--- src/rtl/mmcm_drp_pkg.sv ---
// Shared types, DRP address map and divider encoding for MMCM output reprogramming.
package mmcm_drp_pkg;

  localparam int unsigned DRP_AW  = 7;
  localparam int unsigned DRP_DW  = 16;
  localparam int unsigned MAX_DIV = 128;

  // Bits of each register preserved across a read-modify-write (1 = keep)
  localparam logic [DRP_DW-1:0] REG1_KEEP     = 16'hF000;
  localparam logic [DRP_DW-1:0] REG2_KEEP     = 16'hFF3F;
  localparam logic [DRP_DW-1:0] REG2_KEEP_CH0 = 16'hF73F;

  typedef enum logic [3:0] {
    ST_RST_OFF,
    ST_WAIT_LOCK,
    ST_IDLE,
    ST_CHECK,
    ST_RST_ON,
    ST_RD1,
    ST_WR1,
    ST_RD2,
    ST_WR2
  } state_t;

  typedef enum logic [1:0] {
    RMW_IDLE,
    RMW_RD,
    RMW_WR
  } rmw_state_t;

  typedef struct packed {
    logic [5:0] hi;
    logic [5:0] lo;
    logic       edge_b;
    logic       nocount;
  } div_regs_t;

  // Counter high/low split; divide-by-1 bypasses the counter entirely
  function automatic div_regs_t div_to_regs(input logic [7:0] div);
    div_regs_t r;
    r.hi      = 6'(div >> 1);
    r.lo      = 6'(div - (div >> 1));
    r.edge_b  = div[0];
    r.nocount = (div == 8'd1);
    if (div == 8'd1) begin
      r.hi     = '0;
      r.lo     = '0;
      r.edge_b = 1'b0;
    end
    return r;
  endfunction

  // ClkReg1 address per CLKOUTn; ClkReg2 is always the next address
  function automatic logic [DRP_AW-1:0] reg1_addr(input logic [2:0] chan);
    logic [DRP_AW-1:0] a;
    case (chan)
      3'd0:    a = 7'h08;
      3'd1:    a = 7'h0A;
      3'd2:    a = 7'h0C;
      3'd3:    a = 7'h0E;
      3'd4:    a = 7'h10;
      3'd5:    a = 7'h06;
      default: a = 7'h12;
    endcase
    return a;
  endfunction

  function automatic logic [DRP_DW-1:0] reg1_word(input div_regs_t r);
    return {4'h0, r.hi, r.lo};
  endfunction

  function automatic logic [DRP_DW-1:0] reg2_word(input div_regs_t r);
    return {8'h00, r.edge_b, r.nocount, 6'h00};
  endfunction

endpackage

--- src/rtl/mmcm_drp_rmw.sv ---
// One DRP read-modify-write: read, merge kept bits with new data, write back.
module mmcm_drp_rmw
  import mmcm_drp_pkg::*;
#(
  parameter int unsigned DRP_TIMEOUT = 64
) (
  input  logic              clk_in0,
  input  logic              reset_n,
  input  logic              i_start,
  input  logic [DRP_AW-1:0] i_addr,
  input  logic [DRP_DW-1:0] i_mask,
  input  logic [DRP_DW-1:0] i_data,
  output logic              o_rd_done,
  output logic              o_done,
  output logic              o_err,
  output logic [DRP_AW-1:0] o_daddr,
  output logic [DRP_DW-1:0] o_di,
  output logic              o_den,
  output logic              o_dwe,
  input  logic [DRP_DW-1:0] i_do,
  input  logic              i_drdy
);

  localparam int unsigned TW = $clog2(DRP_TIMEOUT + 1);

  rmw_state_t        r_st, w_st_nxt;
  logic [TW-1:0]     r_cnt, w_cnt_nxt;
  logic [DRP_DW-1:0] r_mask, w_mask_nxt, r_data, w_data_nxt;
  logic [DRP_AW-1:0] r_daddr, w_daddr_nxt;
  logic [DRP_DW-1:0] r_di, w_di_nxt;
  logic              r_den, w_den_nxt, r_dwe, w_dwe_nxt;
  logic              r_rd_done, w_rd_done_nxt, r_done, w_done_nxt, r_err, w_err_nxt;

  // State and registered DRP/status outputs
  always_ff @(posedge clk_in0 or negedge reset_n) begin
    if (!reset_n) begin
      r_st      <= RMW_IDLE;
      r_cnt     <= '0;
      r_mask    <= '0;
      r_data    <= '0;
      r_daddr   <= '0;
      r_di      <= '0;
      r_den     <= 1'b0;
      r_dwe     <= 1'b0;
      r_rd_done <= 1'b0;
      r_done    <= 1'b0;
      r_err     <= 1'b0;
    end else begin
      r_st      <= w_st_nxt;
      r_cnt     <= w_cnt_nxt;
      r_mask    <= w_mask_nxt;
      r_data    <= w_data_nxt;
      r_daddr   <= w_daddr_nxt;
      r_di      <= w_di_nxt;
      r_den     <= w_den_nxt;
      r_dwe     <= w_dwe_nxt;
      r_rd_done <= w_rd_done_nxt;
      r_done    <= w_done_nxt;
      r_err     <= w_err_nxt;
    end
  end

  // Access sequencing; drdy outside an access is ignored
  always_comb begin
    w_st_nxt      = r_st;
    w_cnt_nxt     = r_cnt;
    w_mask_nxt    = r_mask;
    w_data_nxt    = r_data;
    w_daddr_nxt   = r_daddr;
    w_di_nxt      = r_di;
    w_den_nxt     = 1'b0;
    w_dwe_nxt     = 1'b0;
    w_rd_done_nxt = 1'b0;
    w_done_nxt    = 1'b0;
    w_err_nxt     = 1'b0;
    case (r_st)
      RMW_IDLE: begin
        if (i_start) begin
          w_st_nxt    = RMW_RD;
          w_cnt_nxt   = '0;
          w_daddr_nxt = i_addr;
          w_mask_nxt  = i_mask;
          w_data_nxt  = i_data;
          w_den_nxt   = 1'b1;
        end
      end
      RMW_RD: begin
        if (i_drdy) begin
          w_st_nxt      = RMW_WR;
          w_cnt_nxt     = '0;
          w_di_nxt      = (i_do & r_mask) | (r_data & ~r_mask);
          w_den_nxt     = 1'b1;
          w_dwe_nxt     = 1'b1;
          w_rd_done_nxt = 1'b1;
        end else if (r_cnt == TW'(DRP_TIMEOUT)) begin
          w_st_nxt  = RMW_IDLE;
          w_err_nxt = 1'b1;
        end else begin
          w_cnt_nxt = r_cnt + TW'(1);
        end
      end
      RMW_WR: begin
        if (i_drdy) begin
          w_st_nxt   = RMW_IDLE;
          w_done_nxt = 1'b1;
        end else if (r_cnt == TW'(DRP_TIMEOUT)) begin
          w_st_nxt  = RMW_IDLE;
          w_err_nxt = 1'b1;
        end else begin
          w_cnt_nxt = r_cnt + TW'(1);
        end
      end
      default: w_st_nxt = RMW_IDLE;
    endcase
  end

  assign o_daddr   = r_daddr;
  assign o_di      = r_di;
  assign o_den     = r_den;
  assign o_dwe     = r_dwe;
  assign o_rd_done = r_rd_done;
  assign o_done    = r_done;
  assign o_err     = r_err;

endmodule

--- src/rtl/mmcm_drp_reconfig.sv ---
// Runtime CLKOUTn divider reprogramming for an MMCM via DRP with reset/relock handling.
module mmcm_drp_reconfig
  import mmcm_drp_pkg::*;
#(
  parameter  int unsigned NUM_CLKOUT   = 5,
  parameter  int unsigned DIV_W        = 8,
  parameter  int unsigned DRP_TIMEOUT  = 64,
  parameter  int unsigned LOCK_TIMEOUT = 65535,
  localparam int unsigned CW           = (NUM_CLKOUT > 1) ? $clog2(NUM_CLKOUT) : 1
) (
  input  logic              clk_in0,
  input  logic              reset_n,
  input  logic              req_valid,
  output logic              req_ready,
  input  logic [CW-1:0]     req_chan,
  input  logic [DIV_W-1:0]  req_div,
  output logic              busy,
  output logic              done,
  output logic              err,
  output logic [DRP_AW-1:0] drp_daddr,
  output logic [DRP_DW-1:0] drp_di,
  input  logic [DRP_DW-1:0] drp_do,
  output logic              drp_den,
  output logic              drp_dwe,
  input  logic              drp_drdy,
  output logic              mmcm_rst,
  input  logic              mmcm_locked
);

  localparam int unsigned LCW = $clog2(LOCK_TIMEOUT + 1);

  state_t            r_state, w_state_nxt;
  logic [CW-1:0]     r_chan, w_chan_nxt;
  logic [DIV_W-1:0]  r_div, w_div_nxt;
  logic [LCW-1:0]    r_lcnt, w_lcnt_nxt;
  logic              r_pass_ok, w_pass_ok_nxt;
  logic              r_mmcm_rst, w_mmcm_rst_nxt;
  logic              r_busy, r_req_ready, r_done, w_done_nxt, r_err, w_err_nxt;
  logic              r_lock_meta, r_lock_sync;
  logic              w_rmw_start, w_rmw_rd_done, w_rmw_done, w_rmw_err;
  logic              w_illegal, w_sel2;
  div_regs_t         w_regs;
  logic [DRP_AW-1:0] w_rmw_addr;
  logic [DRP_DW-1:0] w_rmw_mask, w_rmw_data;

  // Two-flop synchroniser for LOCKED
  always_ff @(posedge clk_in0 or negedge reset_n) begin
    if (!reset_n) begin
      r_lock_meta <= 1'b0;
      r_lock_sync <= 1'b0;
    end else begin
      r_lock_meta <= mmcm_locked;
      r_lock_sync <= r_lock_meta;
    end
  end

  assign w_illegal = (r_div == '0) || (32'(r_div) > MAX_DIV) || (32'(r_chan) >= NUM_CLKOUT);
  assign w_regs    = div_to_regs(8'(r_div));
  assign w_sel2    = (r_state == ST_WR1);
  assign w_rmw_addr = w_sel2 ? reg1_addr(3'(r_chan)) + 7'd1 : reg1_addr(3'(r_chan));
  assign w_rmw_mask = w_sel2 ? ((r_chan == '0) ? REG2_KEEP_CH0 : REG2_KEEP) : REG1_KEEP;
  assign w_rmw_data = w_sel2 ? reg2_word(w_regs) : reg1_word(w_regs);

  // Top state register and registered control outputs
  always_ff @(posedge clk_in0 or negedge reset_n) begin
    if (!reset_n) begin
      r_state     <= ST_RST_OFF;
      r_chan      <= '0;
      r_div       <= '0;
      r_lcnt      <= '0;
      r_pass_ok   <= 1'b0;
      r_mmcm_rst  <= 1'b1;
      r_busy      <= 1'b1;
      r_req_ready <= 1'b0;
      r_done      <= 1'b0;
      r_err       <= 1'b0;
    end else begin
      r_state     <= w_state_nxt;
      r_chan      <= w_chan_nxt;
      r_div       <= w_div_nxt;
      r_lcnt      <= w_lcnt_nxt;
      r_pass_ok   <= w_pass_ok_nxt;
      r_mmcm_rst  <= w_mmcm_rst_nxt;
      r_busy      <= (w_state_nxt != ST_IDLE);
      r_req_ready <= (w_state_nxt == ST_IDLE);
      r_done      <= w_done_nxt;
      r_err       <= w_err_nxt;
    end
  end

  // Request sequencing: check, hold reset, two RMWs, release, await lock
  always_comb begin
    w_state_nxt    = r_state;
    w_chan_nxt     = r_chan;
    w_div_nxt      = r_div;
    w_lcnt_nxt     = r_lcnt;
    w_pass_ok_nxt  = r_pass_ok;
    w_mmcm_rst_nxt = r_mmcm_rst;
    w_done_nxt     = 1'b0;
    w_err_nxt      = 1'b0;
    w_rmw_start    = 1'b0;
    case (r_state)
      ST_RST_OFF: begin
        w_mmcm_rst_nxt = 1'b0;
        w_lcnt_nxt     = '0;
        w_state_nxt    = ST_WAIT_LOCK;
      end
      ST_WAIT_LOCK: begin
        if (r_lock_sync) begin
          w_done_nxt    = r_pass_ok;
          w_pass_ok_nxt = 1'b0;
          w_state_nxt   = ST_IDLE;
        end else if (r_lcnt == LCW'(LOCK_TIMEOUT)) begin
          w_err_nxt     = 1'b1;
          w_pass_ok_nxt = 1'b0;
          w_state_nxt   = ST_IDLE;
        end else begin
          w_lcnt_nxt = r_lcnt + LCW'(1);
        end
      end
      ST_IDLE: begin
        if (req_valid && r_req_ready) begin
          w_chan_nxt  = req_chan;
          w_div_nxt   = req_div;
          w_state_nxt = ST_CHECK;
        end
      end
      ST_CHECK: begin
        if (w_illegal) begin
          w_err_nxt   = 1'b1;
          w_state_nxt = ST_IDLE;
        end else begin
          w_pass_ok_nxt = 1'b1;
          w_state_nxt   = ST_RST_ON;
        end
      end
      ST_RST_ON: begin
        w_mmcm_rst_nxt = 1'b1;
        w_rmw_start    = 1'b1;
        w_state_nxt    = ST_RD1;
      end
      ST_RD1, ST_RD2: begin
        if (w_rmw_err) begin
          w_err_nxt     = 1'b1;
          w_pass_ok_nxt = 1'b0;
          w_state_nxt   = ST_RST_OFF;
        end else if (w_rmw_rd_done) begin
          w_state_nxt = (r_state == ST_RD1) ? ST_WR1 : ST_WR2;
        end
      end
      ST_WR1, ST_WR2: begin
        if (w_rmw_err) begin
          w_err_nxt     = 1'b1;
          w_pass_ok_nxt = 1'b0;
          w_state_nxt   = ST_RST_OFF;
        end else if (w_rmw_done) begin
          w_rmw_start = (r_state == ST_WR1);
          w_state_nxt = (r_state == ST_WR1) ? ST_RD2 : ST_RST_OFF;
        end
      end
      default: w_state_nxt = ST_RST_OFF;
    endcase
  end

  mmcm_drp_rmw #(
    .DRP_TIMEOUT(DRP_TIMEOUT)
  ) u_rmw (
    .clk_in0  (clk_in0),
    .reset_n  (reset_n),
    .i_start  (w_rmw_start),
    .i_addr   (w_rmw_addr),
    .i_mask   (w_rmw_mask),
    .i_data   (w_rmw_data),
    .o_rd_done(w_rmw_rd_done),
    .o_done   (w_rmw_done),
    .o_err    (w_rmw_err),
    .o_daddr  (drp_daddr),
    .o_di     (drp_di),
    .o_den    (drp_den),
    .o_dwe    (drp_dwe),
    .i_do     (drp_do),
    .i_drdy   (drp_drdy)
  );

  assign mmcm_rst  = r_mmcm_rst;
  assign busy      = r_busy;
  assign req_ready = r_req_ready;
  assign done      = r_done;
  assign err       = r_err;

endmodule

--- config.mk ---
export PLATFORM = sky130hd
export DESIGN_NAME = mmcm_drp_reconfig
export DESIGN_NICKNAME = d
export VERILOG_FILES = /design/src/rtl/mmcm_drp_pkg.sv /design/src/rtl/mmcm_drp_rmw.sv /design/src/rtl/mmcm_drp_reconfig.sv
export SDC_FILE = /design/constraint.sdc
export NUM_CORES = 1
export LEC_CHECK = 0
export ABC_AREA = 1
export ABC_CLOCK_PERIOD_IN_PS = 2000
export CAP_MARGIN = 10
export CORE_UTILIZATION = 36
export DETAILED_ROUTE_END_ITERATION = 16
export SLEW_MARGIN = 30
export SYNTH_ARGS = -nofsm -noshare
export SYNTH_HDL_FRONTEND = slang
export SYNTH_SLANG_ARGS = --single-unit
--- constraint.sdc ---
create_clock -name clk_in0 -period 2 [get_ports clk_in0]
set_input_delay 0.6 -clock clk_in0 [delete_from_list [all_inputs] [get_ports clk_in0]]
set_output_delay 0.6 -clock clk_in0 [all_outputs]
set_load 0.01 [all_outputs]
==> results of run 1 <==
[cells by family after synthesis]
kind of cell / Yosys count / share of synthesized area [%]
compound gates: 78 / 9.42
xor+xnor: 10 / 1.85
fa+ha+maj: 17 / 4.64
buf+inv: 75 / 7.10
flops: 87 / 46.0
other cells: 1 / 0.0791
simple gates: 324 / 30.9
[worst min path at each step]
stage	startpoint	to	slack, ps	cells past startpoint
2_1_floorplan	reset_n	done$_DFF_PN0_	300	0
4_1_cts	reset_n	r_lcnt[4]$_DFFE_PN0P_	200	1
6_report	reset_n	r_lcnt[7]$_DFFE_PN0P_	190	1
5_1_grt	reset_n	r_lcnt[4]$_DFFE_PN0P_	220	1
3_3_place_gp	r_lock_meta$_DFF_PN0_	r_lock_sync$_DFF_PN0_	340	0
3_5_place_dp	r_lock_meta$_DFF_PN0_	r_lock_sync$_DFF_PN0_	340	0
[timing repair]
item	in CTS	in global routing
resized for setup	2	1
endpoints found under the setup margin	2	1
cloned	0	0
[cell type report]
cell class	count	share of cell area [%]
inverter	60	3.87
clock buffer	11	4.12
multi-input combinational	431	37.8
sequential	87	37.0
tap	172	3.65
timing repair buffer	75	12.1
clock inverter	5	1.38
[state kept, by name, summed over array words and instances, names as in the netlist, 2 cells and up]
register	count
r_lcnt	16
u_rmw.o_di	16
u_rmw.r_data	12
r_div	8
u_rmw.r_cnt	7
r_state	4
u_rmw.o_daddr	4
r_chan	3
u_rmw.r_mask	3
u_rmw.r_st	2
[layout by cell type, fill, tap and decap left out, types with 4 or more instances in the layout]
| cell type | synthesis | final |
|---|---|---|
| clkbuf_16 | 0 | 9 |
| nor2_4 | 4 | 4 |
| o21ai_2 | 7 | 7 |
| xor2_1 | 9 | 9 |
| o21ai_0 | 33 | 33 |
| nand2_1 | 168 | 168 |
| a21oi_1 | 26 | 26 |
| nor2_1 | 54 | 54 |
| buf_4 | 4 | 18 |
| nand2_2 | 14 | 14 |
| nand3_1 | 47 | 47 |
| ha_1 | 16 | 16 |
| clkdlybuf4s50_1 | 0 | 54 |
| dfrtp_1 | 85 | 84 |
| nand4_1 | 20 | 20 |
| inv_1 | 56 | 56 |
[power by group through the flow]
| stage | clock network (mW) | registers [mW] | logic, mW |
|---|---|---|---|
| 2_1_floorplan | 0 | 2.83 | 2.28 |
| 3_3_place_gp | 0 | 2.81 | 3.40 |
| 3_5_place_dp | 0 | 2.82 | 3.46 |
| 4_1_cts | 1.89 | 2.79 | 3.48 |
| 5_1_grt | 1.95 | 2.89 | 3.93 |
| 6_report | 1.83 | 2.79 | 3.44 |
[stage by stage]
stage	util, %	worst slack, ps	std cells
global placement	43.8	48.4	825
detailed placement	43.8	45.7	825
CTS	46.3	9.88	841
global route	46.3	53.2	841
finish	46.3	84.4	841
floorplan	-	343	593
[metal layers]
metal / up-vias / global-route usage, %
met2: 70 / 26.7
met5: - / 0
li1: 2057 / -
met3: 13 / 4.15
met1: 1840 / 22.8
met4: 0 / 5.65
==> metrics.txt, run 1 <==
most frequent cell after synthesis nand2_1; Met2 Routed Length 4780 microns; status finished, final reports clean; Final Critical Period roughly 1900 ps; TritonCTS Buffers 9; synth unique cells 40; register bit total from synthesis between 80 and 90; post-synth top area cell dfrtp_1; crit path to drp_dwe; Post-DP HPWL 7840 microns; CP top delay family buffers and inverters; wire length per cell 12.5 microns; IO Pins between 60 and 70; # hold bufs at CTS 0; Commonest cells post-synth nand2_1, dfrtp_1, inv_1, nor2_1, nand3_1; H-tree depth 3; clock latency on the worst-skew pair about 350 ps; internal power 4.90 mW; # rows 41; First DRT Iteration DRCs about 210; routed wire length on met3 roughly 470 microns; Post-CTS Setup Inserts 0; Cell Area, Synth ~0.0047 sq mm; clock buffer depth 2; Clk pin slew, worst setup/hold paths 70 ps; Chip Width 117 microns; asr flop ratio synth 100%; Final nets 713; Total Die Area 0.0136 sq mm; Reg power frac 34.6%; part of the power in combinational logic 42.7%; uppermost layer routed met4; Max Clock Freq 522 MHz; max-cap viol count 0; Critical-path top delay cell clkdlybuf4s50_1; grt ovf 0; Worst setup EP type output pin; Synth Flop Type dfrtp_1; Sw Ratio 39.1%; initial antenna violation count 0; Antenna Nets Post-Route 0; RR Endpoint r_lcnt[2]$_DFFE_PN0P_; multi-input logic area around 0.0022 sq mm; CTS tree built; vias in the first global route 3765; crit path cell chain clkdlybuf4s50_1; remaining routing DRC violations 0; via count 3980; fraction of the yosys area taken by sequential cells between 40 and 50%; R2R Setup Slk 230 ps; total power per unit cell area 1370 mW/mm^2; worst flop-to-flop path startpoint r_lcnt[1]$_DFFE_PN0P_; synth top area cells dfrtp_1, nand2_1, nand3_1; Worst R2R Path Depth 9; Overall Global Routing Usage between 10% and 20%; Yosys top cell area share approximately 45%; DR pass1 iterations 5; design area 0.00589 sq mm; Die Y 117 microns; largest net degree at the start of global routing 35; area delta synth->final 24.2%; largest stage delay on the critical path 550 ps; Peak VDD IR 0.000999 V; YS warnings 0; Hold Vio Cnt, Final 0; n_diodes 0; Syn Inst Count 592; critical path class reg -> out; clock skew 7.72 ps; switching pwr 3.15 mW; Sink Count between 80 and 90; Critical Path Source u_rmw.o_dwe$_DFF_PN0_; Via density 4.73; Critical Path RT 1400 ps; Initial Util 37.3%; Leak 2.82 nW; post-layout power 8.06 mW; fraction of layout cells with a size suffix above 1 11.7%; GPL Wtd Cong 0.883; Synth Area per Inst 8.01 sq um; Worst path depth 1; crit share post-route 95.8%; Placed Area around 0.0056 sq mm; hold_ws 192 ps; CP startpoint kind register; setup TNS 0 ps; sequential cell area approximately 0.0022 sq mm; worst hold path class in -> async; Port-buffer cells 57; Max FO, Critical Path 4; Clk pwr share 22.7%; data arrival time of the worst path 1320 ps; max-slew violation count 0; Fillers 1311; Root Buffer clkbuf_16; M1 wire length around 5100 microns; WP buf/inv 1; WL final 10500 microns; first-pass GRT wire length 17800 microns; Setup Viol. Count Final 0; Core Area ~0.013 sq mm; Post-synth EDFFs 0; RSZ-0062 raised after global routing false
No activity file was read; power rests on OpenSTA's default activity.
==> inputs of run 2 (changes only) <==
- ABC_AREA: 1 -> not set
- SETUP_SLACK_MARGIN: not set -> 0.05
==> run 2 against run 1 <==
Compared with the run above:
- the run now ends with DRC left
- clock-buffer cell count fell by 1
- core utilization rose by 2.4 points
- sequential share of layout area grew 1.5 points
- via count decreased by 14%
- cell count is 19% lower
- worst hold slack better by 20 ps
- critical path depth unchanged
- clock skew decreased by 2.1 ps
- critical endpoint unchanged
- routed wire length shrank 7.7%
- synthesized cell count decreased by 25%
==> metrics.txt, run 2 <==
largest stage delay on the critical path 550 ps (about the same); Post-synth EDFFs 0 (unchanged); RSZ-0062 raised after global routing false (unchanged); Cell Area, Synth 0.00435 sq mm (was 0.00474 sq mm); crit share post-route 94.9% (was 95.8%); via count 3433 (was 3980); max-slew violation count 0 (unchanged); Post-DP HPWL 7230 microns (was 7840 microns); Simple-Gate Fraction of Synth Area 21.1% (was 30.9%); Antenna Nets Post-Route 0 (unchanged); worst hold path class in -> async (unchanged); Chip Width 112 microns (was 117 microns); most common cell after layout, fill and taps aside dfrtp_1 (was nand2_1); Synth Flop Type dfrtp_1 (unchanged); largest net degree at the start of global routing 35 (unchanged); failing checks DRC; status finished, violations left (was finished, final reports clean); # rows 39 (was 41); Clk pwr share 22.6% (was 22.7%); critical path class reg -> out (unchanged); setup TNS 0 ps (unchanged); Overall Global Routing Usage 16.5% (was 16.9%); multiplexer share of the synthesized area 4.75% (was 0%); clock skew 5.62 ps (was 7.72 ps); Reg power frac 35.3% (was 34.6%); asr flop ratio synth 100% (unchanged); Finished Layout Cells 679 (was 841); fraction of layout cells with a size suffix above 1 15.5% (was 11.7%); clock latency on the worst-skew pair 340 ps (was 350 ps); compound-gate portion of the synthesized area 12.0% (was 9.42%); TritonCTS Buffers 9 (unchanged); CP startpoint kind register (unchanged); Inst Count DP 657 (was 825); CP top delay family buffers and inverters (unchanged); YS warnings 0 (unchanged); switching pwr 2.70 mW (was 3.15 mW); WL final 9700 microns (was 10500 microns); n_diodes 0 (unchanged); Hold Vio Cnt, Final 0 (unchanged); RR Endpoint r_pass_ok$_DFFE_PN0P_ (was r_lcnt[2]$_DFFE_PN0P_); wire length per cell 14.3 microns (was 12.5 microns); Final nets 580 (was 713); register bit total from synthesis 87 (unchanged); Final Critical Period 1900 ps (was 1920 ps); IO Pins 62 (unchanged); CTS tree built (unchanged); part of the power in combinational logic 42.1% (was 42.7%); Critical-path top delay cell clkdlybuf4s50_1 (unchanged); vias in the first global route 3363 (was 3765); most frequent cell after synthesis dfrtp_1 (was nand2_1); Syn Inst Count 443 (was 592); Critical Path RT 1400 ps (about the same); adder-cell share of the synthesized area 5.07% (was 4.65%); fraction of the yosys area taken by sequential cells 50.1% (was 46.0%); remaining routing DRC violations 5 (was 0); Synth Area per Inst 9.81 sq um (was 8.01 sq um); XOR/XNOR share of the synthesized area 3.02% (was 1.85%); Setup Viol. Count Final 0 (unchanged); data arrival time of the worst path 1300 ps (was 1320 ps); max-cap viol count 0 (unchanged); Sink Count 87 (unchanged); Leak 2.55 nW (was 2.82 nW); GPL Wtd Cong 0.811 (was 0.883); Clk pin slew, worst setup/hold paths 60 ps (was 70 ps); Max Clock Freq 527 MHz (was 522 MHz); Yosys top cell area share 48.9% (was 44.9%); Sw Ratio 35.6% (was 39.1%); internal power 4.88 mW (was 4.90 mW); Root Buffer clkbuf_16 (unchanged); area delta synth->final 30.1% (was 24.2%); First DRT Iteration DRCs 157 (was 209); worst flop-to-flop path startpoint r_lcnt[11]$_DFFE_PN0P_ (was r_lcnt[1]$_DFFE_PN0P_); crit path cell chain clkdlybuf4s50_1 (unchanged); DR pass1 iterations 10 (was 5); total power per unit cell area 1340 mW/mm^2 (was 1370 mW/mm^2); R2R Setup Slk 160 ps (was 230 ps); Worst setup EP type output pin (unchanged); largest family of logic cells by synthesized area simple AND/OR/NAND/NOR gates (unchanged); post-synth top area cell dfrtp_1 (unchanged); synth top area cells dfrtp_1, nand2_1, ha_1 (was dfrtp_1, nand2_1, nand3_1); Setup WS pre-CTS -273 ps (was 45.7 ps); Core Area 0.0116 sq mm (was 0.0127 sq mm); min setup slack post-route 102 ps (was 84.4 ps); Worst R2R Path Depth 6 (was 9); Port-buffer cells 57 (unchanged); Max FO, Critical Path 5 (was 4); synth unique cells 55 (was 40); Die Y 112 microns (was 117 microns); clock buffer depth 2 (unchanged); Peak VDD IR 0.000498 V (was 0.000999 V); commonest cells after routing, fill and taps aside dfrtp_1, nand2_1, clkdlybuf4s50_1 (was nand2_1, dfrtp_1, inv_1); WP buf/inv 1 (unchanged); initial antenna violation count 0 (unchanged); grt ovf 0 (unchanged); first-pass GRT wire length 16300 microns (was 17800 microns); Via density 5.06 (was 4.73); Commonest cells post-synth dfrtp_1, nand2_1, o21ai_0, nor2_1, inv_1 (was nand2_1, dfrtp_1, inv_1, nor2_1, nand3_1); Total Die Area 0.0125 sq mm (was 0.0136 sq mm); Initial Util 37.4% (was 37.3%); H-tree depth 3 (unchanged)
run 2: final cells by class:
type / count / area [sq um]
Clock buffer: 10 / 239
Tap cell: 143 / 179
Multi-Input combinational cell: 318 / 2030
Sequential cell: 87 / 2180
Fill cell: 1076 / 5960
Inverter: 20 / 75.1
Timing Repair Buffer: 95 / 888
Clock inverter: 6 / 66.3
run 2: worst max-delay path by stage:
stage | startpoint | to | slack [ps] | cells past startpoint
after CTS | u_rmw.o_dwe$_DFF_PN0_ | drp_dwe | 70 | 1
after floorplan | r_lcnt[0]$_DFFE_PN0P_ | busy$_DFF_PN1_ | 30 | 6
final | u_rmw.o_dwe$_DFF_PN0_ | drp_dwe | 100 | 1
after global placement | drp_drdy | u_rmw.r_cnt[3]$_DFFE_PN0P_ | -160 | 6
after detailed placement | drp_drdy | u_rmw.r_cnt[5]$_DFFE_PN0P_ | -270 | 6
after global routing | r_lcnt[4]$_DFFE_PN0P_ | r_pass_ok$_DFFE_PN0P_ | 40 | 6
run 2: through the flow:
stage	utilization (%)	hold slack [ps]	power, mW	cell area [sq um]
floorplan	-	304	4.54	4350
global placement	45.5	334	5.75	5290
detailed placement	45.5	338	5.85	5290
CTS	48.4	232	7.62	5620
global route	48.7	247	8.12	5650
finish	48.7	212	7.58	5650
run 2: power groups by stage:
| stage | clock, mW | sequential, mW | combinational (mW) |
|---|---|---|---|
| after global placement | 0 | 2.69 | 3.06 |
| after global routing | 1.83 | 2.75 | 3.54 |
| after floorplan | 0 | 2.70 | 1.84 |
| after detailed placement | 0 | 2.71 | 3.14 |
| after CTS | 1.75 | 2.68 | 3.18 |
| final | 1.71 | 2.68 | 3.19 |
run 2: logic make-up (layout without fill, tap and decap cells):
group	Yosys count	count (layout)
AND/OR/NAND/NOR	180	180
flip-flops	87	87
AO/OA/AOI/OAI	84	84
buffers and inverters	39	131
multiplexers	20	20
adder cells (fa/ha/maj)	17	17
XOR/XNOR	15	15
other	1	2
run 2: timing repair:
action	4_1_cts	5_1_grt
pin swaps	7	2
setup buffers	4	2
endpoints found under the setup margin	5	9
resized for setup	4	5
hold buffers	0	0
run 2: metal layers:
metal / vias to the layer above / routed length (microns) / track usage [%]
met5: - / 0 / 0
met4: 0 / 136 / 5.68
met3: 11 / 334 / 3.27
met2: 53 / 4520 / 26.3
met1: 1644 / 4710 / 22.5
li1: 1725 / - / -
